--- src/rtl/interrupt_sequencer.sv ---
// interrupt_sequencer: CPU-side COP0 interrupt handshake and ERET sequencer.
// Takes interrupts at safe commit points, runs the ERET read/modify/write of
// Status, redirects and flushes the pipeline, and passes MTC0/MFC0 through when idle.
module interrupt_sequencer #(
  parameter logic [31:0] HANDLER_ADDR = 32'h0000_0180,
  parameter int unsigned FLUSH_CYCLES = 2
) (
  input  logic        Clock,
  input  logic        Reset,
  input  logic        Stall,
  input  logic        CommitValid,
  input  logic [31:0] CommitPC,
  input  logic        CommitInDelaySlot,
  input  logic        CommitIsEret,
  input  logic [4:0]  CpuCop0Address,
  input  logic        CpuCop0WriteEnable,
  input  logic [31:0] CpuCop0WriteData,
  output logic [31:0] CpuCop0ReadData,
  input  logic        InterruptRequest,
  output logic        InterruptHandled,
  output logic [31:0] InterruptedPC,
  output logic [4:0]  Cop0Address,
  output logic        Cop0DataInEnable,
  output logic [31:0] Cop0DataIn,
  input  logic [31:0] Cop0DataOut,
  output logic        Redirect,
  output logic [31:0] RedirectPC,
  output logic        Flush
);

  localparam int unsigned CNT_W = (FLUSH_CYCLES > 1) ? $clog2(FLUSH_CYCLES) : 1;
  localparam logic [CNT_W-1:0] CNT_LAST = CNT_W'(FLUSH_CYCLES - 1);

  localparam logic [4:0] ADDR_STATUS = 5'hC;
  localparam logic [4:0] ADDR_EPC    = 5'hE;

  typedef enum logic [2:0] {
    ST_IDLE,
    ST_TRAP,
    ST_ERET_EPC,
    ST_ERET_STAT,
    ST_ERET_WR,
    ST_FLUSH
  } state_t;

  state_t             state_q, state_d;
  logic [31:0]        interrupted_pc_q, interrupted_pc_d;
  logic [31:0]        epc_q, epc_d;
  logic [31:0]        status_q, status_d;
  logic [CNT_W-1:0]   flush_cnt_q, flush_cnt_d;
  logic               take, eret;

  assign CpuCop0ReadData = Cop0DataOut;
  assign InterruptedPC   = interrupted_pc_q;

  // State and captured-register update; synchronous active-high reset.
  always_ff @(posedge Clock) begin
    if (Reset) begin
      state_q          <= ST_IDLE;
      interrupted_pc_q <= '0;
      epc_q            <= '0;
      status_q         <= '0;
      flush_cnt_q      <= '0;
    end else begin
      state_q          <= state_d;
      interrupted_pc_q <= interrupted_pc_d;
      epc_q            <= epc_d;
      status_q         <= status_d;
      flush_cnt_q      <= flush_cnt_d;
    end
  end

  // Next-state, take/ERET decisions and COP0/pipeline outputs.
  always_comb begin
    state_d          = state_q;
    interrupted_pc_d = interrupted_pc_q;
    epc_d            = epc_q;
    status_d         = status_q;
    flush_cnt_d      = flush_cnt_q;
    take             = 1'b0;
    eret             = 1'b0;
    Cop0Address      = '0;
    Cop0DataInEnable = 1'b0;
    Cop0DataIn       = '0;
    InterruptHandled = 1'b0;
    Redirect         = 1'b0;
    RedirectPC       = '0;
    Flush            = (state_q != ST_IDLE);

    case (state_q)
      ST_IDLE: begin
        Cop0Address      = CpuCop0Address;
        Cop0DataInEnable = CpuCop0WriteEnable;
        Cop0DataIn       = CpuCop0WriteData;
        eret = CommitValid & CommitIsEret & ~Stall;
        take = InterruptRequest & CommitValid & ~CommitInDelaySlot & ~CommitIsEret
             & ~CpuCop0WriteEnable & ~Stall;
        Flush = take | eret;
        if (eret) begin
          state_d = ST_ERET_EPC;
        end else if (take) begin
          interrupted_pc_d = CommitPC;
          state_d          = ST_TRAP;
        end
      end
      ST_TRAP: begin
        InterruptHandled = 1'b1;
        Redirect         = 1'b1;
        RedirectPC       = HANDLER_ADDR;
        flush_cnt_d      = '0;
        state_d          = ST_FLUSH;
      end
      ST_ERET_EPC: begin
        Cop0Address = ADDR_EPC;
        epc_d       = Cop0DataOut;
        state_d     = ST_ERET_STAT;
      end
      ST_ERET_STAT: begin
        Cop0Address = ADDR_STATUS;
        status_d    = Cop0DataOut;
        state_d     = ST_ERET_WR;
      end
      ST_ERET_WR: begin
        Cop0Address      = ADDR_STATUS;
        Cop0DataInEnable = 1'b1;
        Cop0DataIn       = {status_q[31:1], 1'b1};
        Redirect         = 1'b1;
        RedirectPC       = epc_q;
        flush_cnt_d      = '0;
        state_d          = ST_FLUSH;
      end
      ST_FLUSH: begin
        if (flush_cnt_q == CNT_LAST) begin
          flush_cnt_d = '0;
          state_d     = ST_IDLE;
        end else begin
          flush_cnt_d = flush_cnt_q + CNT_W'(1);
        end
      end
      default: state_d = ST_IDLE;
    endcase
  end

endmodule

--- config.mk ---
export PLATFORM = sky130hd
export DESIGN_NAME = interrupt_sequencer
export DESIGN_NICKNAME = d
export VERILOG_FILES = /design/src/rtl/interrupt_sequencer.sv
export SDC_FILE = /design/constraint.sdc
export NUM_CORES = 1
export LEC_CHECK = 0
export ABC_CLOCK_PERIOD_IN_PS = 1500
export CELL_PAD_IN_SITES_DETAIL_PLACEMENT = 0
export CELL_PAD_IN_SITES_GLOBAL_PLACEMENT = 1
export CORE_MARGIN = 2
export CORE_UTILIZATION = 25
export DETAILED_ROUTE_END_ITERATION = 7
export PLACE_DENSITY_LB_ADDON = 0.1
export SLEW_MARGIN = 20
export SYNTH_ARGS = -nofsm -noshare
export SYNTH_HDL_FRONTEND = slang
export SYNTH_SLANG_ARGS = --single-unit
--- constraint.sdc ---
create_clock -name Clock -period 1.5 [get_ports Clock]
set_input_delay 0.225 -clock Clock [delete_from_list [all_inputs] [get_ports Clock]]
set_output_delay 0.225 -clock Clock [all_outputs]
set_load 0.01 [all_outputs]
==> key figures, run 1 <==
Global route
  • Pin count of the biggest net entering global routing: between 50 and 60
  • All-layer global routing usage: 18.3%
  • Initial antenna violation count: 0
  • GR Overflow Total: 0
  • Vias in the first global route: 5197
  • Global-route wire length before repair: around 29000 µm

Die
  • Die Footprint: a little under 20000 µm²
  • Die Height: between 100 and 150 µm
  • # IOs: 246
  • Row cnt: 50
  • Die X: 141 µm
  • CORE AREA: roughly 19000 µm²
  • Initial Utilization: between 20% and 30%

Detailed routing
  • Total number of vias: 5078
  • DRC errors left: 0
  • Pre-antenna DRT Iters: 4
  • Antenna-violating nets left: 0
  • Drt wl/cell: approximately 18 µm
  • DR iter-0 viols: 151
  • Post-Route WL: between 15000 and 20000 µm
  • Via/cell ratio: ~4.6

Clock tree
  • CTS Buf Count: 9
  • H-tree depth: 3
  • Clock buffer depth: 2
  • Hold-fix buffers, CTS: 0
  • CTS tree: built
  • CTS root buf: clkbuf_16
  • Clock Sinks: 99
  • Clock-pin slew on the worst setup and hold paths: roughly 0.070 ns
  • Worst-Skew Late Latency: roughly 0.35 ns

Outcome
  • Status: complete, but fails checks
  • Violated checks: setup timing

Finish
  • Commonest cells after routing, fill and taps aside: 132 x clkdlybuf4s50_1, 96 x dfxtp_1, 64 x nand2b_1
  • N_diodes: 0
  • Area growth, synth to finish: 110%
  • Final net count: ~980
  • Layout cell share with drive strength beyond 1: between 40 and 50%
  • Most common cell after layout, fill and taps aside: clkdlybuf4s50_1

Critical path
  • CP most frequent cell: buf_6
  • WP data arrival: between 1.5 and 2 ns
  • Max FO, Critical Path: 3
  • CP Cell Sequence: buf_6 -> buf_6 -> nor3b_4 -> buf_6 -> buf_6 -> or2_4 -> buf_6
  • R2R cell count: 8
  • RR Startpoint: state_q[2]$_SDFFE_PP0P_
  • CP Data Required Time: around 1.3 ns
  • R2R Setup Slk: -0.32 ns
  • Element type at the critical path start: flop
  • R2r endpoint: epc_q[7]$_SDFFE_PP0P_
  • Setup CP Type: flop to output port
  • CP max stage cell: dfxtp_4
  • CP max stage delay: ~0.36 ns
  • Crit end category: output port

Placed design
  • Port Buffers: between 200 and 250
  • Routability cong.: ~0.76
  • DP HPWL: roughly 12000 µm
  • Pre-CTS setup slack: -0.720 ns

Synthesis
  • Syn. warnings: 0
  • Post-Syn Instances: about 570
  • Syn Nets: between 600 and 700
  • Register area share after synthesis: a little over two fifths
  • Syn avg cell area: between 8 and 9 µm²
  • Cell variety after synth: 32
  • Cell Area, Synth: ~4700 µm²
  • Yosys reg bits: 99

Timing
  • Max Slew Vio Count: 0
  • Period utilization: 126%
  • Final Hold Vio Count: 0
  • Highest clock rate: 0.529 GHz
  • RSZ-0062 raised after global routing: true
  • Final setup viols: approximately 170
  • Minimum clock period: ~1.9 ns
  • Slew HR: about 70%
  • Clk_skew: approximately 0.0052 ns
  • Final WS setup: -0.390 ns
  • Worst Tran Pin Value: 0.474 ns
  • Total negative slack: -41.86 ns

Hold path
  • Hold Crit Depth: 3
  • Sink of the worst hold path: InterruptedPC[12]$_SDFFE_PP0P_
  • Min-delay src: Reset
  • Tightest Hold Check Type: input pin to flop

Power and ir drop
  • Lkg Pwr: 4.27 nW
  • Peak supply drop: ~0.00065 V
  • P per Cell Area: 858 nW/µm²

Run
  • Max Cap Viol: 0
-- synth_stat cells --
master      n  area share [%]
a211oi_1    2            0.32
a21o_1      2            0.32
a21oi_1    65             7.0
a22o_1     31             5.8
a31oi_1     1            0.13
and2_1      3            0.40
and3_1     31             4.2
and3b_1     1            0.19
buf_4      32             5.1
buf_6       3            0.72
clkbuf_1   45             3.6
dfxtp_1    99              42
inv_1       1           0.080
mux2i_1    32             6.9
nand2_1   129              10
nand2b_1   64             8.6
nand3_1     1            0.11
nand3b_1    1            0.16
nor2_1      7            0.56
nor2b_1     1            0.13
nor3_1      1            0.11
nor3b_1     2            0.32
nor4_1      1            0.13
nor4_4      1            0.46
o21a_1      5            0.80
o21ai_0     1            0.11
o21ba_2     1            0.21
o31ai_1     1            0.16
or2_2       1            0.13
or3_1       1            0.13
or3b_2      1            0.19
or4bb_1     1            0.24
-- cell type report --
cell class / instances / area [µm²]
inverters: 1 / 3.75
fillers: 1697 / 8710
clock buffers: 10 / 239
flip-flops and latches: 99 / 1990
repair buffers: 371 / 4000
well taps: 234 / 293
clock inverters: 6 / 88.8
multi-input cells: 388 / 3180
-- per-layer routing --
layer / routed length, µm / vias to the layer above / track usage, %
met4: 274 / 0 / 5.32
met2: 9510 / 144 / 31.4
met5: 0 / - / 0
met3: 919 / 15 / 3.46
li1: - / 2484 / -
met1: 8790 / 2435 / 23.5
-- per-stage QoR --
stage / cells / instance area, µm² / hold slack [ns] / power, mW / utilization [%]
2_1_floorplan: 568 / 4700 / 0.361 / 3.63 / -
3_3_place_gp: 1030 / 7560 / 0.439 / 4.86 / 40.8
3_5_place_dp: 1030 / 7560 / 0.444 / 4.86 / 40.8
4_1_cts: 1106 / 8980 / 0.373 / 8.30 / 48.5
5_1_grt: 1109 / 9810 / 0.416 / 8.77 / 53.0
6_report: 1109 / 9810 / 0.378 / 8.41 / 53.0
-- worst max-delay path by stage --
stage / start / endpoint / cells past startpoint
floorplan: state_q[1]$_SDFFE_PP0P_ / InterruptedPC[10]$_SDFFE_PP0P_ / 4
global placement: InterruptRequest / Flush / 4
detailed placement: InterruptRequest / Flush / 4
CTS: state_q[0]$_SDFFE_PP0P_ / Cop0DataIn[25] / 8
global route: state_q[0]$_SDFFE_PP0P_ / Redirect / 7
finish: state_q[0]$_SDFFE_PP0P_ / Redirect / 7
-- critical path, delay by kind of cell (launching register included) --
kind / cells / cell delay [ns]
buffers and inverters: 5 / 0.58
flip-flops: 1 / 0.36
AND/OR/NAND/NOR: 2 / 0.39
-- logic make-up (layout without fill, tap and decap cells) --
logic type,after synthesis,count (layout),synth area share (%)
and+or+nand+nor,247,247,26.3
muxes,32,32,6.85
DFF,99,99,42.4
AOI/OAI and AO/OA,109,109,14.8
buffers and inverters,81,388,9.56
-- power breakdown --
part | leakage [nW] | switching (mW) | internal (mW) | total, mW
sequential | 0.801 | 0.0649 | 2.69 | 2.75
combinational | 3.31 | 1.28 | 1.81 | 3.09
clock | 0.155 | 1.06 | 1.51 | 2.57
total | 4.27 | 2.41 | 6.00 | 8.41
-- registers in the layout, indices dropped and copies added (netlist names) --
register	flops
InterruptedPC	32
epc_q	32
state_q	3
flush_cnt_q	1
status_q	31
-- what timing repair did --
action | in CTS | in global routing
pin swaps | 33 | 134
endpoints found under the setup margin | 180 | 194
gates resized for setup | 470 | 238
cloned | 15 | 4
buffers inserted | 45 | 14
No activity file was read; power rests on OpenSTA's default activity.
==> run 2, diff against run 1 <==
--- a/config.mk
+++ b/config.mk
@@ -5,11 +5,11 @@
 export SDC_FILE = /design/constraint.sdc
 export NUM_CORES = 1
 export LEC_CHECK = 0
-export ABC_CLOCK_PERIOD_IN_PS = 1500
+export ABC_CLOCK_PERIOD_IN_PS = 2100
 export CELL_PAD_IN_SITES_DETAIL_PLACEMENT = 0
 export CELL_PAD_IN_SITES_GLOBAL_PLACEMENT = 1
 export CORE_MARGIN = 2
-export CORE_UTILIZATION = 25
+export CORE_UTILIZATION = 28
 export DETAILED_ROUTE_END_ITERATION = 7
 export PLACE_DENSITY_LB_ADDON = 0.1
 export SLEW_MARGIN = 20
==> constraint.sdc (replaced) <==
create_clock -name Clock -period 2.1 [get_ports Clock]
set_input_delay 0.315 -clock Clock [delete_from_list [all_inputs] [get_ports Clock]]
set_output_delay 0.315 -clock Clock [all_outputs]
set_load 0.01 [all_outputs]
==> key figures, run 2 (synthesized netlist as in run 1, its figures left out) <==
Outcome
  • Status: completed

Detailed routing
  • Via/cell ratio: 4.51 (-1.6%)
  • Antenna-violating nets left: 0 (unchanged)
  • Post-Route WL: 15300 µm (-21%)
  • DRC errors left: 0 (unchanged)
  • Drt wl/cell: 15.4 µm (-13%)
  • Total number of vias: 4494 (-12%)
  • DR iter-0 viols: 177 (+17%)
  • Pre-antenna DRT Iters: 4 (unchanged)

Timing
  • Final setup viols: 0 (-100%)
  • Worst Tran Pin Value: 0.748 ns (+0.274 ns)
  • Slew HR: 50.1% (-18 points)
  • Clk_skew: 0.00627 ns (+0.00106 ns)
  • RSZ-0062 raised after global routing: true
  • Max Slew Vio Count: 0 (unchanged)
  • Period utilization: 100%
  • Highest clock rate: 0.476 GHz
  • Final Hold Vio Count: 0 (unchanged)
  • Minimum clock period: approximately 2.1 ns

Clock tree
  • CTS Buf Count: 9 (unchanged)
  • Clock buffer depth: 2 (unchanged)
  • Clock-pin slew on the worst setup and hold paths: 0.07 ns (about the same)
  • CTS tree: built
  • Worst-Skew Late Latency: 0.35 ns (about the same)
  • Hold-fix buffers, CTS: 0 (unchanged)
  • Clock Sinks: 99 (unchanged)
  • CTS root buf: clkbuf_16
  • H-tree depth: 3 (unchanged)

Critical path
  • Crit end category: output port
  • Cell depth of the worst setup path: 4 (-3)
  • CP Cell Sequence: clkdlybuf4s50_1 -> or4bb_1 -> o31ai_1 -> clkdlybuf4s15_1
  • R2r endpoint: InterruptedPC[23]$_SDFFE_PP0P_
  • Setup CP Type: input pin to output port
  • CP max stage cell: or4bb_1
  • Sum of buffers and inverters on the critical path: 2 (-3)
  • RR Startpoint: state_q[1]$_SDFFE_PP0P_
  • R2R Setup Slk: 0.08 ns (+0.40 ns)
  • Crit path max-delay family: buffers and inverters
  • CP max stage delay: 0.52 ns (+0.16 ns)
  • R2R cell count: 6 (-2)
  • CP Data Required Time: 1.78 ns (+0.51 ns)
  • Crit. Startpoint: InterruptRequest
  • Max FO, Critical Path: 2 (-1)
  • WP data arrival: 1.78 ns (+0.12 ns)
  • Element type at the critical path start: input pin
  • Worst setup path end: Flush

Run
  • Max Cap Viol: 0 (unchanged)

Global route
  • Global-route wire length before repair: 23400 µm (-18%)
  • Initial antenna violation count: 0 (unchanged)
  • GR Overflow Total: 0 (unchanged)
  • Vias in the first global route: 4419 (-15%)
  • All-layer global routing usage: 16.4% (-1.9 points)
  • Pin count of the biggest net entering global routing: 70 (+25%)

Power and ir drop
  • Lkg Pwr: 3.52 nW (-17%)
  • Peak supply drop: 0.000399 V (-38%)
  • Overall power: 5.09 mW (-40%)
  • P per Cell Area: 666 nW/µm² (-22%)

Die
  • # IOs: 246 (unchanged)
  • Row cnt: 47 (-6.0%)
  • CORE AREA: 16500 µm² (-11%)
  • Initial Utilization: 28.4% (+3.1 points)
  • Die X: 133 µm (-5.4%)
  • Die Footprint: 17700 µm² (-10%)
  • Die Height: 133 µm (-5.4%)

Finish
  • Fillers: 1606 (-5.4%)
  • Design Area, Final: 7640 µm² (-22%)
  • Commonest cells after routing, fill and taps aside: 171 x clkdlybuf4s50_1, 129 x nand2_1, 96 x dfxtp_1
  • Area growth, synth to finish: 63.5%
  • N_diodes: 0 (unchanged)
  • Layout cell share with drive strength beyond 1: 8.75% (-37 points)
  • Final net count: 882 (-9.9%)
  • Most common cell after layout, fill and taps aside: clkdlybuf4s50_1

Placed design
  • DP HPWL: 11000 µm (-6.3%)
  • Post-DP Area: 7210 µm² (-4.5%)
  • Port Buffers: 245 (unchanged)
  • Routability cong.: 0.766 (+1.1%)

Hold path
  • Min-delay src: Reset
  • Tightest Hold Check Type: input pin to flop
-- run 2: power by group --
group          switching, mW  total (mW)  internal, mW  leakage, nW
logic                  0.620        1.36         0.745         2.58
clock network          0.724        1.77          1.04        0.146
registers             0.0334        1.96          1.92        0.801
-- run 2: worst min-delay path, stage by stage --
cell	delay (ns)
buf_4	0.22
nand2b_1	0.13
mux2i_1	0.05
-- run 2: worst min path at each step --
stage | endpoint | slack [ns] | cells past startpoint
3_5_place_dp | epc_q[12]$_SDFFE_PP0P_ | 0.45 | 2
5_1_grt | InterruptedPC[15]$_SDFFE_PP0P_ | 0.43 | 3
3_3_place_gp | epc_q[0]$_SDFFE_PP0P_ | 0.44 | 2
2_1_floorplan | epc_q[20]$_SDFFE_PP0P_ | 0.43 | 2
6_report | InterruptedPC[20]$_SDFFE_PP0P_ | 0.42 | 3
4_1_cts | InterruptedPC[20]$_SDFFE_PP0P_ | 0.41 | 3
-- run 2: what timing repair did --
item                                    in CTS  in global routing
gates cloned                                 0                  1
pin swaps                                    0                  1
endpoints found under the setup margin      73                 44
resized for setup                           42                 75
setup buffers                                0                  2
-- run 2: layout make-up --
class                   count  area [µm²]  share of cell area, %
inverters                   1        3.75                 0.0491
clock inverters             4        76.3                  0.999
multi-input cells         388        2270                   29.8
repair buffers            274        2790                   36.5
clock buffers              11         233                   3.05
flip-flops and latches     99        1990                   26.1
well taps                 220         275                   3.60
-- run 2: metrics by stage --
| step | hold slack [ns] | setup slack, ns | TNS [ns] | instances | util, % |
|---|---|---|---|---|---|
| floorplan | 0.432 | 0.358 | 0 | 568 | - |
| global placement | 0.439 | -0.251 | -2.81 | 979 | 43.8 |
| detailed placement | 0.445 | -0.291 | -4.18 | 979 | 43.8 |
| CTS | 0.405 | -0.219 | -4.53 | 994 | 45.7 |
| global route | 0.432 | -0.0801 | -0.0832 | 997 | 46.4 |
| finish | 0.425 | 0.000691 | 0 | 997 | 46.4 |
-- run 2: layer usage --
metal / global-route usage [%] / routed length [µm] / vias to the layer above
met4: 4.02 / 140 / 0
met2: 28.7 / 7520 / 137
met1: 20.2 / 6770 / 2076
met3: 4.38 / 898 / 7
met5: 0 / 0 / -
li1: - / - / 2274
==> RTL change: new RTL, settings of run 2 <==
Make the reset (`Reset`) asynchronous in one clocked block. Comments in the files are not updated.
--- a/src/rtl/interrupt_sequencer.sv
+++ b/src/rtl/interrupt_sequencer.sv
@@ -54,7 +54,7 @@
   assign InterruptedPC   = interrupted_pc_q;
 
   // State and captured-register update; synchronous active-high reset.
-  always_ff @(posedge Clock) begin
+  always_ff @(posedge Clock or posedge Reset) begin
     if (Reset) begin
       state_q          <= ST_IDLE;
       interrupted_pc_q <= '0;
Formal check against the unedited RTL: differs if Reset is asserted again (counterexample within 4 cycles, from zero or initial values and one cycle with Reset high); with Reset held inactive, the same outputs for 10 cycles.
==> RTL change against run 2 <==
The run now ends with negative setup slack left; sequential power up 34%; utilization up 0.20 points; power up 37%; final area down 2.4%; clock power down 3%; worst setup slack worse by 0.0071 ns; area after synthesis down 1.4%; sequential cell count unchanged; routed wire length down 10%; synthesized cell count down 39%; count of clock-buffer cells in the layout unchanged; critical path type is now flop to primary output; highest routed layer unchanged.
==> RTL change: results (changes against run 2) <==
- Routed metal-1 wire length: 5540 um (was 6770 um)
* Number of antenna violations at the first check in global routing: 0 (unchanged)
- The placed wire-length estimate after detailed placement was 9470 um (was 11,000 um).
- The maximum single-stage delay on the critical path came to 0.46 ns (was 0.52 ns).
- Routability cong.: 0.720 (was 0.766)
- The reported leakage power was 3.44 nW (was 3.52 nW).
- The number of vias per cell after detailed routing came to 4.47 (was 4.51).
- The final critical-path setup slack was -0.00643 ns (was 0.000691 ns).
- Result of the run: finished with violations (was finished, final reports clean).
- Total Nets Final: 692 (was 882)
- The average wire length per cell after detail routing was 17.1 um (was 15.4 um).
* Pin count of the biggest net entering global routing: 50 (was 70)
* DRT iter0 DRCs: 123 (was 177)
- The async set-reset flop share out of synthesis was 1.00 (was 0).
* Register area share after synthesis: 0.538 (was 0.424)
- Wire length of the first global-routing pass: 20,900 um (was 23,400 um)
- The number of library cell types mapped by synthesis came to 30 (was 32).
* Cells taking the most area after synthesis: sky130_fd_sc_hd__dfrtp_1, sky130_fd_sc_hd__mux2_2, sky130_fd_sc_hd__mux2_1 (was sky130_fd_sc_hd__dfxtp_1, sky130_fd_sc_hd__nand2_1, sky130_fd_sc_hd__nand2b_1)
- The highest ir drop seen on vdd was 0.339 mV (was 0.399 mV).
* CP max-delay cell: sky130_fd_sc_hd__dfrtp_2 (was sky130_fd_sc_hd__or4bb_1)
- The number of filler instances in the final layout is 1,540 (was 1,606).
* Most numerous cell types in the synthesized netlist: sky130_fd_sc_hd__dfrtp_1, sky130_fd_sc_hd__mux2_2, sky130_fd_sc_hd__and2_1, sky130_fd_sc_hd__buf_4, sky130_fd_sc_hd__a22o_1 (was sky130_fd_sc_hd__nand2_1, sky130_fd_sc_hd__dfxtp_1, sky130_fd_sc_hd__a21oi_1, sky130_fd_sc_hd__nand2b_1, sky130_fd_sc_hd__clkbuf_1)
- The wire length on met2 came to 6950 um (was 7520 um).
* Crit-path max FO: 7 (was 2)
- Via count of the first global-routing pass: 3,816 (was 4,419)
* Max-slew headroom at the worst pin: 0.698 (was 0.501)
- Met3 track demand over resource: 0.0534 (was 0.0438)
- The final count of negative-setup-slack endpoints is 2 (was 0).
* Classification of the worst-slack hold path: input port to async pin (was input port to flop)
* CTS H-Tree Depth: 3 (unchanged)
- The checks that failed: negative setup slack.
- Syn_nets: 458 (was 677)
* Pre-CTS setup slack: -0.140 ns (was -0.291 ns)
* Met1 usage: 0.174 (was 0.202)
- Layout cell share with drive strength beyond 1: 0.311 (was 0.0875)
[RTL change: cell types whose count changed in the layout (fill, tap and decap cells not counted), moves of 30 or more]
| cell | delta |
|---|---|
| sky130_fd_sc_hd__nand2b_1 | -64 |
| sky130_fd_sc_hd__mux2i_1 | -32 |
| sky130_fd_sc_hd__dlymetal6s2s_1 | -42 |
| sky130_fd_sc_hd__mux2_1 | +30 |
| sky130_fd_sc_hd__and2_1 | +30 |
| sky130_fd_sc_hd__a21oi_1 | -63 |
| sky130_fd_sc_hd__dfxtp_1 | -96 |
| sky130_fd_sc_hd__mux2_2 | +65 |
| sky130_fd_sc_hd__dfrtp_1 | +96 |
| sky130_fd_sc_hd__nand2_1 | -126 |
| sky130_fd_sc_hd__clkbuf_2 | +39 |
| sky130_fd_sc_hd__and3_1 | -31 |
[RTL change: final cells by class]
type / count / area share
Inverter: 2 / 0.00151
Timing Repair Buffer: 278 / 0.350
Clock buffer: 11 / 0.0312
Clock inverter: 3 / 0.00872
Tap cell: 216 / 0.0362
Sequential cell: 99 / 0.333
Multi-Input combinational cell: 193 / 0.239
[RTL change: worst paths after layout]
kind	startpoint	end	slack, ns	cells past startpoint
setup / recovery	state_q[0]	Cop0DataIn[3]	-0.006	6
min in group Clock	InterruptedPC[21]	InterruptedPC[21]	0.48	1
setup reg to reg	state_q[0]	InterruptedPC[29]	0.07	7
max in group asynchronous	Reset	status_q[20]	1.17	3
hold / removal	Reset	InterruptedPC[31]	0.34	2
hold reg to reg	InterruptedPC[21]	InterruptedPC[21]	0.48	1
[RTL change: what timing repair did]
action | 4_1_cts | 5_1_grt
gates cloned | 2 | 3
gates resized for setup | 123 | 105
endpoints found under the hold margin | 0 | 0
endpoints found under the setup margin | 73 | 96
pin swaps | 2 | 2
setup buffers | 7 | 2
[RTL change: logic make-up after synthesis]
| family | count (synthesis) | synth area share |
|---|---|---|
| AND/OR/NAND/NOR | 57 | 0.0763 |
| AO/OA/AOI/OAI | 41 | 0.0741 |
| multiplexers | 95 | 0.232 |
| flip-flops | 99 | 0.538 |
| buffers and inverters | 57 | 0.0798 |
[RTL change: report_power, final]
| part | switching (mW) | internal [mW] |
|---|---|---|
| clock | 0.678 | 1.03 |
| combinational | 1.13 | 1.53 |
| sequential | 0.256 | 2.37 |
[RTL change: metrics by stage]
stage          instances  TNS (ns)  power (mW)  area (um^2)
2_1_floorplan        349         0        3.92         4610
3_3_place_gp         774     -3.23        5.34         7190
3_5_place_dp         774     -4.36        5.39         7190
4_1_cts              797     -1.29        7.14         7600
5_1_grt              802    -0.220        7.42         7460
6_report             802  -0.00697        6.99         7460
